**src/rtl/jtag_pkg.sv**
```systemverilog
// Shared JTAG definitions: TAP state encodings used by both the TAP controller
// and the IR/DR block, instruction codes and the data-register select type.
package jtag_pkg;

    localparam logic [3:0] TAP_EXIT2_DR   = 4'h0;
    localparam logic [3:0] TAP_EXIT1_DR   = 4'h1;
    localparam logic [3:0] TAP_SHIFT_DR   = 4'h2;
    localparam logic [3:0] TAP_PAUSE_DR   = 4'h3;
    localparam logic [3:0] TAP_SELECT_IR  = 4'h4;
    localparam logic [3:0] TAP_UPDATE_DR  = 4'h5;
    localparam logic [3:0] TAP_CAPTURE_DR = 4'h6;
    localparam logic [3:0] TAP_SELECT_DR  = 4'h7;
    localparam logic [3:0] TAP_EXIT2_IR   = 4'h8;
    localparam logic [3:0] TAP_EXIT1_IR   = 4'h9;
    localparam logic [3:0] TAP_SHIFT_IR   = 4'hA;
    localparam logic [3:0] TAP_PAUSE_IR   = 4'hB;
    localparam logic [3:0] TAP_RTI        = 4'hC;
    localparam logic [3:0] TAP_UPDATE_IR  = 4'hD;
    localparam logic [3:0] TAP_CAPTURE_IR = 4'hE;
    localparam logic [3:0] TAP_TLR        = 4'hF;

    // Truncated to the IR width at the point of use; BYPASS is all ones.
    localparam logic [31:0] INSTR_BYPASS = 32'hFFFF_FFFF;
    localparam logic [31:0] INSTR_IDCODE = 32'h0000_0001;
    localparam logic [31:0] INSTR_USER   = 32'h0000_0002;

    typedef enum logic [1:0] {
        DR_BYPASS,
        DR_IDCODE,
        DR_USER
    } dr_sel_e;

endpackage

```
**src/rtl/jtag_shift_reg.sv**
```systemverilog
// Generic JTAG capture/shift register: parallel load on capture, LSB-first
// shift with tdi entering the MSB, hold otherwise.
module jtag_shift_reg #(
    parameter int WIDTH = 1
) (
    input  logic             CLK,
    input  logic             RESET,
    input  logic             capture_en,
    input  logic [WIDTH-1:0] capture_val,
    input  logic             shift_en,
    input  logic             tdi,
    output logic [WIDTH-1:0] q,
    output logic             so
);

    logic [WIDTH-1:0] sh_q;
    logic [WIDTH-1:0] sh_d;
    logic [WIDTH-1:0] shifted;

    if (WIDTH == 1) begin : g_single
        assign shifted = tdi;
    end else begin : g_multi
        assign shifted = {tdi, sh_q[WIDTH-1:1]};
    end

    always_comb begin
        sh_d = sh_q;
        if (capture_en) begin
            sh_d = capture_val;
        end else if (shift_en) begin
            sh_d = shifted;
        end
    end

    always_ff @(posedge CLK) begin
        if (RESET) begin
            sh_q <= '0;
        end else begin
            sh_q <= sh_d;
        end
    end

    assign q  = sh_q;
    assign so = sh_q[0];

endmodule

```
**src/rtl/jtag_ir_dr.sv**
```systemverilog
// JTAG instruction register plus BYPASS, IDCODE and USER data registers,
// sequenced by the TAP controller's state and driving tdo.
module jtag_ir_dr
    import jtag_pkg::*;
#(
    parameter int                    IR_WIDTH     = 4,
    parameter logic [31:0]           IDCODE_VALUE = 32'h1234_5679,
    parameter int                    USER_WIDTH   = 8,
    parameter logic [USER_WIDTH-1:0] USER_RESET   = '0
) (
    input  logic                  CLK,
    input  logic                  RESET,
    input  logic [3:0]            state,
    input  logic                  tdi,
    output logic                  tdo,
    output logic [IR_WIDTH-1:0]   ir,
    output logic [USER_WIDTH-1:0] user_dr,
    input  logic [USER_WIDTH-1:0] user_capture,
    output logic                  user_update
);

    localparam logic [IR_WIDTH-1:0] IR_BYPASS  = IR_WIDTH'(INSTR_BYPASS);
    localparam logic [IR_WIDTH-1:0] IR_IDCODE  = IR_WIDTH'(INSTR_IDCODE);
    localparam logic [IR_WIDTH-1:0] IR_USER    = IR_WIDTH'(INSTR_USER);
    localparam logic [IR_WIDTH-1:0] IR_CAPTURE = IR_WIDTH'(2'b01);

    logic [IR_WIDTH-1:0]   ir_q, ir_d;
    logic [USER_WIDTH-1:0] user_dr_q, user_dr_d;
    logic                  user_update_q, user_update_d;

    logic [IR_WIDTH-1:0]   ir_sh;
    logic [USER_WIDTH-1:0] usr_sh;
    logic                  ir_so, byp_so, id_so, usr_so;
    logic                  byp_q_unused;
    logic [31:0]           id_q_unused;

    dr_sel_e sel;
    logic    cap_dr, shf_dr;

    // Selection follows the active instruction, never the IR shift stage.
    always_comb begin
        if (ir_q == IR_BYPASS) begin
            sel = DR_BYPASS;
        end else if (ir_q == IR_IDCODE) begin
            sel = DR_IDCODE;
        end else if (ir_q == IR_USER) begin
            sel = DR_USER;
        end else begin
            sel = DR_BYPASS;
        end
    end

    assign cap_dr = (state == TAP_CAPTURE_DR);
    assign shf_dr = (state == TAP_SHIFT_DR);

    jtag_shift_reg #(.WIDTH(IR_WIDTH)) u_ir_sh (
        .CLK         (CLK),
        .RESET       (RESET),
        .capture_en  (state == TAP_CAPTURE_IR),
        .capture_val (IR_CAPTURE),
        .shift_en    (state == TAP_SHIFT_IR),
        .tdi         (tdi),
        .q           (ir_sh),
        .so          (ir_so)
    );

    jtag_shift_reg #(.WIDTH(1)) u_byp_sh (
        .CLK         (CLK),
        .RESET       (RESET),
        .capture_en  (cap_dr && (sel == DR_BYPASS)),
        .capture_val (1'b0),
        .shift_en    (shf_dr && (sel == DR_BYPASS)),
        .tdi         (tdi),
        .q           (byp_q_unused),
        .so          (byp_so)
    );

    jtag_shift_reg #(.WIDTH(32)) u_id_sh (
        .CLK         (CLK),
        .RESET       (RESET),
        .capture_en  (cap_dr && (sel == DR_IDCODE)),
        .capture_val (IDCODE_VALUE),
        .shift_en    (shf_dr && (sel == DR_IDCODE)),
        .tdi         (tdi),
        .q           (id_q_unused),
        .so          (id_so)
    );

    jtag_shift_reg #(.WIDTH(USER_WIDTH)) u_usr_sh (
        .CLK         (CLK),
        .RESET       (RESET),
        .capture_en  (cap_dr && (sel == DR_USER)),
        .capture_val (user_capture),
        .shift_en    (shf_dr && (sel == DR_USER)),
        .tdi         (tdi),
        .q           (usr_sh),
        .so          (usr_so)
    );

    always_comb begin
        ir_d          = ir_q;
        user_dr_d     = user_dr_q;
        user_update_d = 1'b0;
        if (state == TAP_TLR) begin
            ir_d = IR_IDCODE;
        end else if (state == TAP_UPDATE_IR) begin
            ir_d = ir_sh;
        end
        if ((state == TAP_UPDATE_DR) && (sel == DR_USER)) begin
            user_dr_d     = usr_sh;
            user_update_d = 1'b1;
        end
    end

    always_ff @(posedge CLK) begin
        if (RESET) begin
            ir_q          <= IR_IDCODE;
            user_dr_q     <= USER_RESET;
            user_update_q <= 1'b0;
        end else begin
            ir_q          <= ir_d;
            user_dr_q     <= user_dr_d;
            user_update_q <= user_update_d;
        end
    end

    always_comb begin
        tdo = 1'b0;
        if (state == TAP_SHIFT_IR) begin
            tdo = ir_so;
        end else if (state == TAP_SHIFT_DR) begin
            if (sel == DR_IDCODE) begin
                tdo = id_so;
            end else if (sel == DR_USER) begin
                tdo = usr_so;
            end else begin
                tdo = byp_so;
            end
        end
    end

    assign ir          = ir_q;
    assign user_dr     = user_dr_q;
    assign user_update = user_update_q;

endmodule

```
**config.mk**
```make
export PLATFORM = sky130hd
export DESIGN_NAME = jtag_ir_dr
export DESIGN_NICKNAME = d
export VERILOG_FILES = /design/src/rtl/jtag_pkg.sv /design/src/rtl/jtag_shift_reg.sv /design/src/rtl/jtag_ir_dr.sv
export SDC_FILE = /design/constraint.sdc
export NUM_CORES = 1
export LEC_CHECK = 0
export ABC_AREA = 1
export CAP_MARGIN = 20
export CORE_MARGIN = 2
export CORE_UTILIZATION = 59
export DETAILED_ROUTE_END_ITERATION = 8
export MAX_ROUTING_LAYER = met4
export PLACE_DENSITY = 0.84
export SYNTH_ARGS = -nofsm -noshare
export SYNTH_HDL_FRONTEND = slang
export SYNTH_SLANG_ARGS = --single-unit
```
**constraint.sdc**
```tcl
create_clock -name CLK -period 3 [get_ports CLK]
set_input_delay 0.6 -clock CLK [delete_from_list [all_inputs] [get_ports CLK]]
set_output_delay 0.6 -clock CLK [all_outputs]
set_load 0.01 [all_outputs]
```
==> flow_summary.toml <==
[drt]
drt-total-wl_mm = 4.93
ant_nets = 0
first_pass_iters = 7
drc = 0
drt_iter0_markers = 207
detail_route.wl_per_cell_um = 12.1
viasPerCell = 5.13
vias = 2091

[clocking]
ctsRootBufferMaster = "clkbuf_8"
cts_buffers = 9
ctsHoldBuffers = 0
htree_levels = 3
tritoncts = "yes"
cts_sinks = 58
clkTransAtPathRegs_ns = 0.06
post_cts_buffers = 0
cts.path.max_buffers = 2
clk_latency_ns = 0.34
ctsResizeCount = 0

[logic_synthesis]
syn_area_per_cell_um2 = 7.53
yosys-top-cells-area = "dfxtp_1 (48%), nand2_1 (11%), nor2_1 (9.1%), o21ai_0 (5.8%), a21oi_1 (5.6%)"
syn_nets = 337
ys_warn_count = 0
syn_inst = 322
ys_types = 26
synth.cell_area_um2 = 2420
yosys.area.top_type = "dfxtp_1"
yosysSeqAreaShare = 0.479
ys_ff_latch = 58
synth_top_cell_area_share = 0.479

[pwr]
pwr-share-seq = 0.500
comb_power_share = 0.064
internal-power_mw = 1.22
p_clk_frac = 0.436
switching_share = 0.227
leakage_nw = 1.15
switchingPower_mw = 0.358
p_total_mw = 1.58
power_density_nw_per_um2 = 546
peakVddDrop_uv = 360

[setup_path]
critical_path_required_ns = 2.40
rrSetupSlack_ns = 1.53
cp-end-kind = "output port"
rr_endpoint = "u_usr_sh.q[3]"
path_class = "in -> out"
r2r_start = "ir[1]"
cp_max_fo = 5
r2r_cells = 7
startpoint_type = "input port"
crit_arrival_ns = 2.16

[placed_design]
dp_hpwl_mm = 3.29
place_congestion = 0.791
io_buffers = 28

[finish]
regArea_um2 = 1160
drive_above_1_share = 0.142
final_core_util = 0.729
layout_commonest_cell = "nand2_1"
final_cell_mix = "nand2_1 (74), nor2_1 (59), dfxtp_1 (58)"
syn2layout_area_growth_pct = 19.5
final_nets = 369
diodes = 0
multi_input_area_um2 = 1080
nFillCells = 319

[timing]
worst_pin_slew_ns = 0.401
finalCriticalPeriod_ns = 2.76
rsz0062_at_grt = "false"
setup_viol = 0
finalSetupTns_ns = 0
hold_violations = 0
slew_violations = 0
fmax_mhz = 362
final.period_utilization = 0.921
max_slew_margin = 0.732
fin_skew_ns = 0.00370

[grt]
grt_pass1_vias = 1884
grt_overflow_total = 0
grt_pass1_wl_mm = 8.17
grt_max_degree = 33
antenna_found_initial = 0
grt_use_total = 0.247

[hold_path]
min_to = "u_id_sh.q[13]"
hold_path_class = "reg -> reg"
holdPathStages = 2
hold_start = "u_id_sh.q[14]"

[floorplanning]
die_w_um = 68.1
core_um2 = 3970
die_area_um2 = 4640
die_h_um = 68.1
ios = 29
rows = 23
start_util = 0.610

[run]
maxCapViolCount = 0

[status]
outcome = "complete, no violations"
==> synthesized netlist by cell type <==
cell type   n
nor3_1      2
a21oi_1    27
clkbuf_2    1
inv_1      19
clkbuf_1    1
or2_2       7
nand3_1     6
buf_4       1
o21ai_1     1
nand2_2     4
nand2_4     3
buf_1       1
nor3_2      1
buf_8       1
inv_2       5
nor2_4      4
o211ai_1    1
buf_6       3
nand2_1    74
inv_6       1
a21oi_2    10
o21ai_0    28
dfxtp_1    58
nand4_1     2
nor2_1     59
buf_2       2
==> worst max-delay path by stage <==
| stage | slack [ns] | to | start | depth (start not counted) |
|---|---|---|---|---|
| finish | 0.24 | tdo | state[3] | 6 |
| global route | 0.17 | tdo | state[3] | 7 |
| CTS | 0.25 | tdo | state[3] | 6 |
| detailed placement | 0.26 | tdo | state[3] | 6 |
| global placement | 0.27 | tdo | state[3] | 6 |
| floorplan | 1.20 | tdo | state[2] | 4 |
==> sequential cells by signal, summed over array words and instances (netlist names) <==
| signal | flops |
|---|---|
| user_update | 1 |
| u_byp_sh.q | 1 |
| user_dr | 8 |
| u_id_sh.q | 32 |
| ir | 4 |
| u_usr_sh.q | 8 |
| u_ir_sh.q | 4 |
==> metal layers <==
metal,GRT usage,up-vias,wire length [µm]
met5,-,-,0
met4,0.143,0,112
met3,0.0543,12,214
met2,0.393,46,2330
met1,0.288,948,2270
li1,-,1085,-
==> worst max-delay path, stage by stage <==
cell	delay [ns]
clkdlybuf4s50_1	0.56
inv_2	0.09
nor3_2	0.21
nand2_1	0.07
nand2_1	0.09
clkdlybuf4s50_1	0.54
==> power by group through the flow <==
stage | Sequential, mW | Clock (mW) | Combinational, mW
global route | 0.792 | 0.715 | 0.112
detailed placement | 0.807 | 0 | 0.0995
floorplan | 0.806 | 0 | 0.0664
finish | 0.791 | 0.690 | 0.101
global placement | 0.807 | 0 | 0.0971
CTS | 0.791 | 0.690 | 0.100
==> kinds of logic (layout without fill, tap and decap cells) <==
kind of cell | after synthesis | count (layout) | synth area share
AOI/OAI and AO/OA | 67 | 67 | 0.155
DFF | 58 | 58 | 0.479
buffers and inverters | 35 | 71 | 0.0733
and+or+nand+nor | 162 | 162 | 0.293
==> area by class of cell <==
class                   instances  share of cell area
clock inverters                 3              0.0138
well taps                      50              0.0216
clock buffers                  12              0.0501
multi-input cells             229               0.375
inverters                      25              0.0341
flip-flops and latches         58               0.401
repair buffers                 31               0.105
==> stage by stage <==
step,hold slack [ns],worst slack (ns),instances,cell area [µm²]
finish,0.463,0.238,408,2900
global route,0.482,0.174,408,2900
CTS,0.464,0.245,408,2900
detailed placement,0.455,0.256,393,2710
global placement,0.446,0.268,393,2710
floorplan,0.435,1.20,322,2420
(Power assumes the default switching activity.)
